--- config.mk ---
export PLATFORM = sky130hd
export DESIGN_NAME = cache_mem_arbiter_flat
export DESIGN_NICKNAME = d
export VERILOG_FILES = /design/src/rtl/cache_mem_arbiter_if.sv /design/src/rtl/cache_mem_arbiter.sv /design/src/flat_wrapper.sv
export SDC_FILE = /design/constraint.sdc
export NUM_CORES = 1
export LEC_CHECK = 0
export CAP_MARGIN = 20
export CORE_ASPECT_RATIO = 0.8
export CORE_UTILIZATION = 33
export CTS_BUF_LIST = sky130_fd_sc_hd__clkbuf_8
export DETAILED_ROUTE_END_ITERATION = 6
export GPL_TIMING_DRIVEN = 0
export PLACE_DENSITY = 0.86
export SETUP_SLACK_MARGIN = 0.2
export SLEW_MARGIN = 20
export SYNTH_ARGS = -nofsm -noshare
export SYNTH_HDL_FRONTEND = slang
export SYNTH_SLANG_ARGS = --single-unit
--- constraint.sdc ---
create_clock -name clk -period 1.62 [get_ports clk]
set_input_delay 0.324 -clock clk [delete_from_list [all_inputs] [get_ports clk]]
set_output_delay 0.324 -clock clk [all_outputs]
set_load 0.05 [all_outputs]
--- src/rtl/cache_mem_arbiter_if.sv ---
// Bundle of both cache-controller request ports, the fill bus and the memory port.
// The arbiter uses the master modport; caches and memory use the slave modport.
interface cache_mem_arbiter_if #(
  parameter int ADDR_W      = 10,
  parameter int DATA_W      = 32,
  parameter int BLOCK_WORDS = 4
);
  localparam int IDX_W = (BLOCK_WORDS > 1) ? $clog2(BLOCK_WORDS) : 1;

  logic              req0_rd;
  logic              req0_wr;
  logic [ADDR_W-1:0] req0_addr;
  logic [DATA_W-1:0] req0_wdata;
  logic              req0_ready;
  logic              req1_rd;
  logic              req1_wr;
  logic [ADDR_W-1:0] req1_addr;
  logic [DATA_W-1:0] req1_wdata;
  logic              req1_ready;
  logic              fill_we;
  logic              fill_sel;
  logic [IDX_W-1:0]  fill_idx;
  logic [DATA_W-1:0] fill_data;
  logic              mem_en;
  logic              mem_we;
  logic [ADDR_W-1:0] mem_addr;
  logic [DATA_W-1:0] mem_wdata;
  logic [DATA_W-1:0] mem_rdata;

  modport master (
    input  req0_rd, req0_wr, req0_addr, req0_wdata,
    input  req1_rd, req1_wr, req1_addr, req1_wdata,
    input  mem_rdata,
    output req0_ready, req1_ready,
    output fill_we, fill_sel, fill_idx, fill_data,
    output mem_en, mem_we, mem_addr, mem_wdata
  );

  modport slave (
    output req0_rd, req0_wr, req0_addr, req0_wdata,
    output req1_rd, req1_wr, req1_addr, req1_wdata,
    output mem_rdata,
    input  req0_ready, req1_ready,
    input  fill_we, fill_sel, fill_idx, fill_data,
    input  mem_en, mem_we, mem_addr, mem_wdata
  );
endinterface

--- src/rtl/cache_mem_arbiter.sv ---
// Round-robin share of one memory port between icache and dcache: block fills for reads,
// single-word write-through for writes; ready pulses one cycle after the access completes.
module cache_mem_arbiter #(
  parameter int ADDR_W      = 10,
  parameter int DATA_W      = 32,
  parameter int BLOCK_WORDS = 4,
  parameter int MEM_LAT     = 4
) (
  input  logic clk,
  input  logic reset,
  cache_mem_arbiter_if.master bus
);
  localparam int IDX_W = (BLOCK_WORDS > 1) ? $clog2(BLOCK_WORDS) : 1;
  localparam int LAT_W = (MEM_LAT > 1) ? $clog2(MEM_LAT) : 1;
  localparam logic [ADDR_W-1:0] OFF_MASK = ADDR_W'(BLOCK_WORDS - 1);

  typedef enum logic [1:0] {IDLE, ACCESS, DONE} state_t;

  state_t            state_q, state_d;
  logic              rr_q, rr_d;
  logic              gnt_q, gnt_d;
  logic              rd_q, rd_d;
  logic [ADDR_W-1:0] addr_q, addr_d;
  logic [DATA_W-1:0] wdata_q, wdata_d;
  logic [IDX_W-1:0]  word_q, word_d;
  logic [LAT_W-1:0]  lat_q, lat_d;

  logic              act0, act1, sel;
  logic              sel_rd;
  logic [ADDR_W-1:0] sel_addr;
  logic              last_lat, last_word, in_acc, fill_fire;

  assign act0      = bus.req0_rd | bus.req0_wr;
  assign act1      = bus.req1_rd | bus.req1_wr;
  assign sel       = (act0 & act1) ? rr_q : act1;
  assign sel_rd    = sel ? bus.req1_rd : bus.req0_rd;
  assign sel_addr  = sel ? bus.req1_addr : bus.req0_addr;
  assign last_lat  = (lat_q == LAT_W'(MEM_LAT - 1));
  assign last_word = (word_q == IDX_W'(BLOCK_WORDS - 1));
  assign in_acc    = (state_q == ACCESS);
  assign fill_fire = in_acc & rd_q & last_lat;

  always_comb begin
    state_d = state_q;
    rr_d    = rr_q;
    gnt_d   = gnt_q;
    rd_d    = rd_q;
    addr_d  = addr_q;
    wdata_d = wdata_q;
    word_d  = word_q;
    lat_d   = lat_q;
    case (state_q)
      IDLE: begin
        if (act0 | act1) begin
          gnt_d   = sel;
          rd_d    = sel_rd;
          // Reads fetch the whole line, so start from its first word.
          addr_d  = sel_rd ? (sel_addr & ~OFF_MASK) : sel_addr;
          wdata_d = sel ? bus.req1_wdata : bus.req0_wdata;
          word_d  = '0;
          lat_d   = '0;
          state_d = ACCESS;
        end
      end
      ACCESS: begin
        lat_d = lat_q + 1'b1;
        if (last_lat) begin
          lat_d = '0;
          if (rd_q && !last_word) begin
            word_d = word_q + 1'b1;
          end else begin
            state_d = DONE;
          end
        end
      end
      DONE: begin
        // No arbitration here: a requester dropping on ready must not be re-granted.
        rr_d    = ~gnt_q;
        state_d = IDLE;
      end
      default: state_d = IDLE;
    endcase
  end

  always_ff @(posedge clk or posedge reset) begin
    if (reset) begin
      state_q <= IDLE;
      rr_q    <= 1'b0;
      gnt_q   <= 1'b0;
      rd_q    <= 1'b0;
      addr_q  <= '0;
      wdata_q <= '0;
      word_q  <= '0;
      lat_q   <= '0;
    end else begin
      state_q <= state_d;
      rr_q    <= rr_d;
      gnt_q   <= gnt_d;
      rd_q    <= rd_d;
      addr_q  <= addr_d;
      wdata_q <= wdata_d;
      word_q  <= word_d;
      lat_q   <= lat_d;
    end
  end

  assign bus.mem_en     = in_acc;
  assign bus.mem_we     = in_acc & ~rd_q;
  assign bus.mem_addr   = rd_q ? (addr_q + ADDR_W'(word_q)) : addr_q;
  assign bus.mem_wdata  = wdata_q;
  assign bus.fill_we    = fill_fire;
  assign bus.fill_sel   = fill_fire & gnt_q;
  assign bus.fill_idx   = fill_fire ? word_q : '0;
  assign bus.fill_data  = bus.mem_rdata;
  assign bus.req0_ready = (state_q == DONE) & ~gnt_q;
  assign bus.req1_ready = (state_q == DONE) & gnt_q;
endmodule

--- src/flat_wrapper.sv ---
// flat-port wrapper written by rule: the top's interface ports become plain ports
module cache_mem_arbiter_flat 
#(
  parameter int ADDR_W      = 10,
  parameter int DATA_W      = 32,
  parameter int BLOCK_WORDS = 4,
  parameter int MEM_LAT     = 4
)
  (clk, reset, bus_req0_rd, bus_req0_wr, bus_req0_addr, bus_req0_wdata, bus_req1_rd, bus_req1_wr, bus_req1_addr, bus_req1_wdata, bus_mem_rdata, bus_req0_ready, bus_req1_ready, bus_fill_we, bus_fill_sel, bus_fill_idx, bus_fill_data, bus_mem_en, bus_mem_we, bus_mem_addr, bus_mem_wdata);
  cache_mem_arbiter_if #(.ADDR_W(ADDR_W), .DATA_W(DATA_W), .BLOCK_WORDS(BLOCK_WORDS)) bus_i ();
  input  logic clk;
  input  logic reset;
  input wire logic [$bits(bus_i.req0_rd)-1:0] bus_req0_rd;
  input wire logic [$bits(bus_i.req0_wr)-1:0] bus_req0_wr;
  input wire logic [$bits(bus_i.req0_addr)-1:0] bus_req0_addr;
  input wire logic [$bits(bus_i.req0_wdata)-1:0] bus_req0_wdata;
  input wire logic [$bits(bus_i.req1_rd)-1:0] bus_req1_rd;
  input wire logic [$bits(bus_i.req1_wr)-1:0] bus_req1_wr;
  input wire logic [$bits(bus_i.req1_addr)-1:0] bus_req1_addr;
  input wire logic [$bits(bus_i.req1_wdata)-1:0] bus_req1_wdata;
  input wire logic [$bits(bus_i.mem_rdata)-1:0] bus_mem_rdata;
  output wire logic [$bits(bus_i.req0_ready)-1:0] bus_req0_ready;
  output wire logic [$bits(bus_i.req1_ready)-1:0] bus_req1_ready;
  output wire logic [$bits(bus_i.fill_we)-1:0] bus_fill_we;
  output wire logic [$bits(bus_i.fill_sel)-1:0] bus_fill_sel;
  output wire logic [$bits(bus_i.fill_idx)-1:0] bus_fill_idx;
  output wire logic [$bits(bus_i.fill_data)-1:0] bus_fill_data;
  output wire logic [$bits(bus_i.mem_en)-1:0] bus_mem_en;
  output wire logic [$bits(bus_i.mem_we)-1:0] bus_mem_we;
  output wire logic [$bits(bus_i.mem_addr)-1:0] bus_mem_addr;
  output wire logic [$bits(bus_i.mem_wdata)-1:0] bus_mem_wdata;
  assign bus_i.req0_rd = bus_req0_rd;
  assign bus_i.req0_wr = bus_req0_wr;
  assign bus_i.req0_addr = bus_req0_addr;
  assign bus_i.req0_wdata = bus_req0_wdata;
  assign bus_i.req1_rd = bus_req1_rd;
  assign bus_i.req1_wr = bus_req1_wr;
  assign bus_i.req1_addr = bus_req1_addr;
  assign bus_i.req1_wdata = bus_req1_wdata;
  assign bus_i.mem_rdata = bus_mem_rdata;
  assign bus_req0_ready = bus_i.req0_ready;
  assign bus_req1_ready = bus_i.req1_ready;
  assign bus_fill_we = bus_i.fill_we;
  assign bus_fill_sel = bus_i.fill_sel;
  assign bus_fill_idx = bus_i.fill_idx;
  assign bus_fill_data = bus_i.fill_data;
  assign bus_mem_en = bus_i.mem_en;
  assign bus_mem_we = bus_i.mem_we;
  assign bus_mem_addr = bus_i.mem_addr;
  assign bus_mem_wdata = bus_i.mem_wdata;
  cache_mem_arbiter #(.ADDR_W(ADDR_W), .DATA_W(DATA_W), .BLOCK_WORDS(BLOCK_WORDS), .MEM_LAT(MEM_LAT)) u_core (.clk(clk), .reset(reset), .bus(bus_i));
endmodule
==> qor.txt <==
largest net degree at the start of global routing - 52
Via Count - 3001
Clk Latency, worst-skew pair - 0.30 ns
Util after Layout - 70.7%
cts bufs inserted - 5
Fin Setup TNS - -12.58 ns
post-synthesis sequential area ratio - 44.0%
CTS tree - built
synthesized flop and latch total - 51
Max Clock Skew - 0.00485 ns
H-Tree Depth - 2
Final setup viols - 62
CP cell instances - inv_1 -> fa_2 -> nand2b_4 -> nor2_4 -> nand2_2 -> xnor2_4 -> buf_6
GRT overflow - 0
type of the worst min-delay path - primary input to asynchronous set/reset pin
Tightest Pin Transition - 0.547 ns
Final Worst Setup Slack - -0.681 ns
CP max stage cell - dfrtp_1
DR DRC count - 0
Rows - 30
core area - 8520 µm²
cell taking the most area after synthesis - dfrtp_1
maximum VDD drop - 0.00137 V
Vias per Instance - 4.74
routability cong. - 0.800
Area growth syn-to-layout - 108%
ranking of synthesized cells by area - dfrtp_1, mux2i_1, buf_4
layout cells sized above 1 - 50.9%
vias in the first global route - 3107
Max Buffers Root-to-Sink - 2
first-pass GRT wire length - 15300 µm
Max Freq - 435 MHz
GRT Overall Usage - 21.8%
DR WL/cell - 16.5 µm
RSZ-0062 raised after global routing - yes
post-synthesis cell count - 301
CP peak stage delay - 0.45 ns
Slew headroom - 63.4%
Synthesized Nets - 428
CP Data Required Time - 1.30 ns
Yosys cell types - 29
fin cells - 633
failing checks - negative setup slack
die height - 85.9 µm
Final Max Slew Viols - 0
CTS clk-pin slew, worst paths - 0.09 ns
CTS Hold Bufs - 0
initial antenna violation count - 0
Post-DP HPWL - 6850 µm
DRT Pass-1 Iters - 4
period utilisation layout - 142%
CTS sink cnt - 51
Placed Instances - 584
I/O Buffers - 171
Filler Cell Count - 613
Horiz. Die Dim - 107 µm
antenna-violating nets left - 0
static leakage - 2.90 nW
Final Hold Vio Count - 0
Critical Path Fanout Max - 4
minimum clock period - 2.30 ns
CTS root buf - clkbuf_8
initial DRC count - 53
synth warn - 0
Diodes inserted - 0
total wire length - 10500 µm
critical path data arrival time - 1.98 ns
Worst setup SP type - flop
worst hold slack - 0.359 ns
status - finished, violations left
top-area cell type share of the netlist area - 44.0%
IO Count - 204
crit path kind - flop to primary output
Pwr Density - 2010 nW/µm²
Synth Area per Inst - 9.64 µm²
Initial Util - 34.0%
Max Cap Viol - 0
die area - 9170 µm²
cell area after synthesis - 2900 µm²
Setup crit end kind - primary output
Post-layout nets - 647
==> registers in the layout (all words and copies together) (netlist names) <==
signal / flops
u_core.bus.mem_wdata: 32
u_core.addr_q: 10
u_core.lat_q: 2
u_core.state_q: 2
u_core.word_q: 2
u_core.gnt_q: 1
u_core.rd_q: 1
u_core.rr_q: 1
==> where the power goes <==
group	internal, mW	switching [mW]	total, mW
Combinational	3.81	4.91	8.72
Clock	0.292	0.428	0.720
Sequential	1.91	0.740	2.65
Total	6.01	6.08	12.1
==> what timing repair did <==
action | CTS | global route
gates cloned | 8 | 0
resized for setup | 409 | 103
buffers inserted | 21 | 11
pin swaps | 52 | 11
endpoints found under the setup margin | 130 | 86
==> cell type report <==
cell class	count	area, µm²	share of cell area (%)
Inverter	8	40.0	0.665
Multi-Input combinational cell	193	1910	31.7
Buffer	49	507	8.42
Tap cell	112	140	2.33
Clock inverter	3	12.5	0.208
Timing Repair Buffer	212	2060	34.2
Sequential cell	51	1280	21.3
Clock buffer	5	68.8	1.14
==> cells by family (layout without fill, tap and decap cells) <==
family	Yosys count	in the layout	share of synthesized area, %
AND/OR/NAND/NOR	83	83	12.5
buffers and inverters	57	277	13.6
adder cells (fa/ha/maj)	5	5	2.42
AO/OA/AOI/OAI	52	52	9.40
flip-flops	51	51	44.0
XOR/XNOR	8	8	2.42
multiplexers	45	45	15.6
==> layout by cell type, fill, tap and decap left out, drive strengths merged <==
master and instances:
a21boi 1, a21oi 3, and2 3, and3 5
buf 130, clkbuf 10, clkdlybuf4s15 6, clkdlybuf4s18 1
clkdlybuf4s50 85, clkinv 1, clkinvlp 2, dfrtp 51
dlygate4sd2 34, fa 1, ha 4, inv 8
mux2 2, mux2i 43, nand2 55, nand2b 4
nand3 4, nor2 8, nor3 1, nor3b 1
nor4 1, o21ai 43, o22ai 3, o31ai 1
o32ai 1, or3 1, xnor2 6, xor2 2
==> through the flow <==
| stage | power, mW | cell area, µm² | worst slack (ns) |
|---|---|---|---|
| finish | 12.1 | 6020 | -0.681 |
| CTS | 11.3 | 5780 | -0.697 |
| detailed placement | 8.81 | 4960 | -1.11 |
| global placement | 8.65 | 4960 | -1.04 |
| global route | 12.6 | 6020 | -0.773 |
| floorplan | 6.73 | 3100 | -0.386 |
==> path summary, 6_finish.rpt <==
path	depth (start not counted)	to	startpoint	slack (ns)
setup / recovery	7	bus_mem_addr[8]	u_core.word_q[1]$_DFFE_PP0P_	-0.68
hold / removal	2	u_core.bus.mem_wdata[8]$_DFFE_PP0P_	reset	0.36
setup reg to reg	9	u_core.rd_q$_DFFE_PP0P_	u_core.state_q[0]$_DFFE_PP0P_	-0.17
hold reg to reg	2	u_core.bus.mem_wdata[30]$_DFFE_PP0P_	u_core.bus.mem_wdata[30]$_DFFE_PP0P_	0.50
max in group asynchronous	3	u_core.word_q[0]$_DFFE_PP0P_	reset	0.75
min in group clk	2	u_core.bus.mem_wdata[30]$_DFFE_PP0P_	u_core.bus.mem_wdata[30]$_DFFE_PP0P_	0.50
==> cells in the mapped netlist <==
cell and count:
inv_1 8, a21oi_1 3, nor3b_1 1, and2_1 3
o21ai_1 30, buf_6 4, nor3_1 1, mux2i_1 43
o22ai_1 3, nand2b_1 4, dfrtp_1 51, and3_1 5
o31ai_1 1, nand2_1 55, buf_2 4, nor2_1 8
nand3_1 4, xor2_1 2, clkbuf_2 3, or3_1 1
o21ai_0 13, a21boi_0 1, buf_4 38, fa_1 1
mux2_2 2, o32ai_1 1, ha_1 4, nor4_2 1
xnor2_1 6
==> layer usage <==
layer  routed length, µm  up-vias  GRT usage, %
met5                   0        -             0
met4                 212        0          7.47
met3                 629       17          5.17
met2                5590      120          39.8
met1                4020     1451          25.0
li1                    -     1413             -
==> critical path, delay by kind of cell (launching register included) <==
| kind | cells | cell delay (ns) |
|---|---|---|
| flops | 1 | 0.45 |
| simple gates | 3 | 0.41 |
| fa+ha+maj | 1 | 0.38 |
| buf+inv | 2 | 0.28 |
| xor+xnor | 1 | 0.16 |
Power figures use the tool's default switching activity.
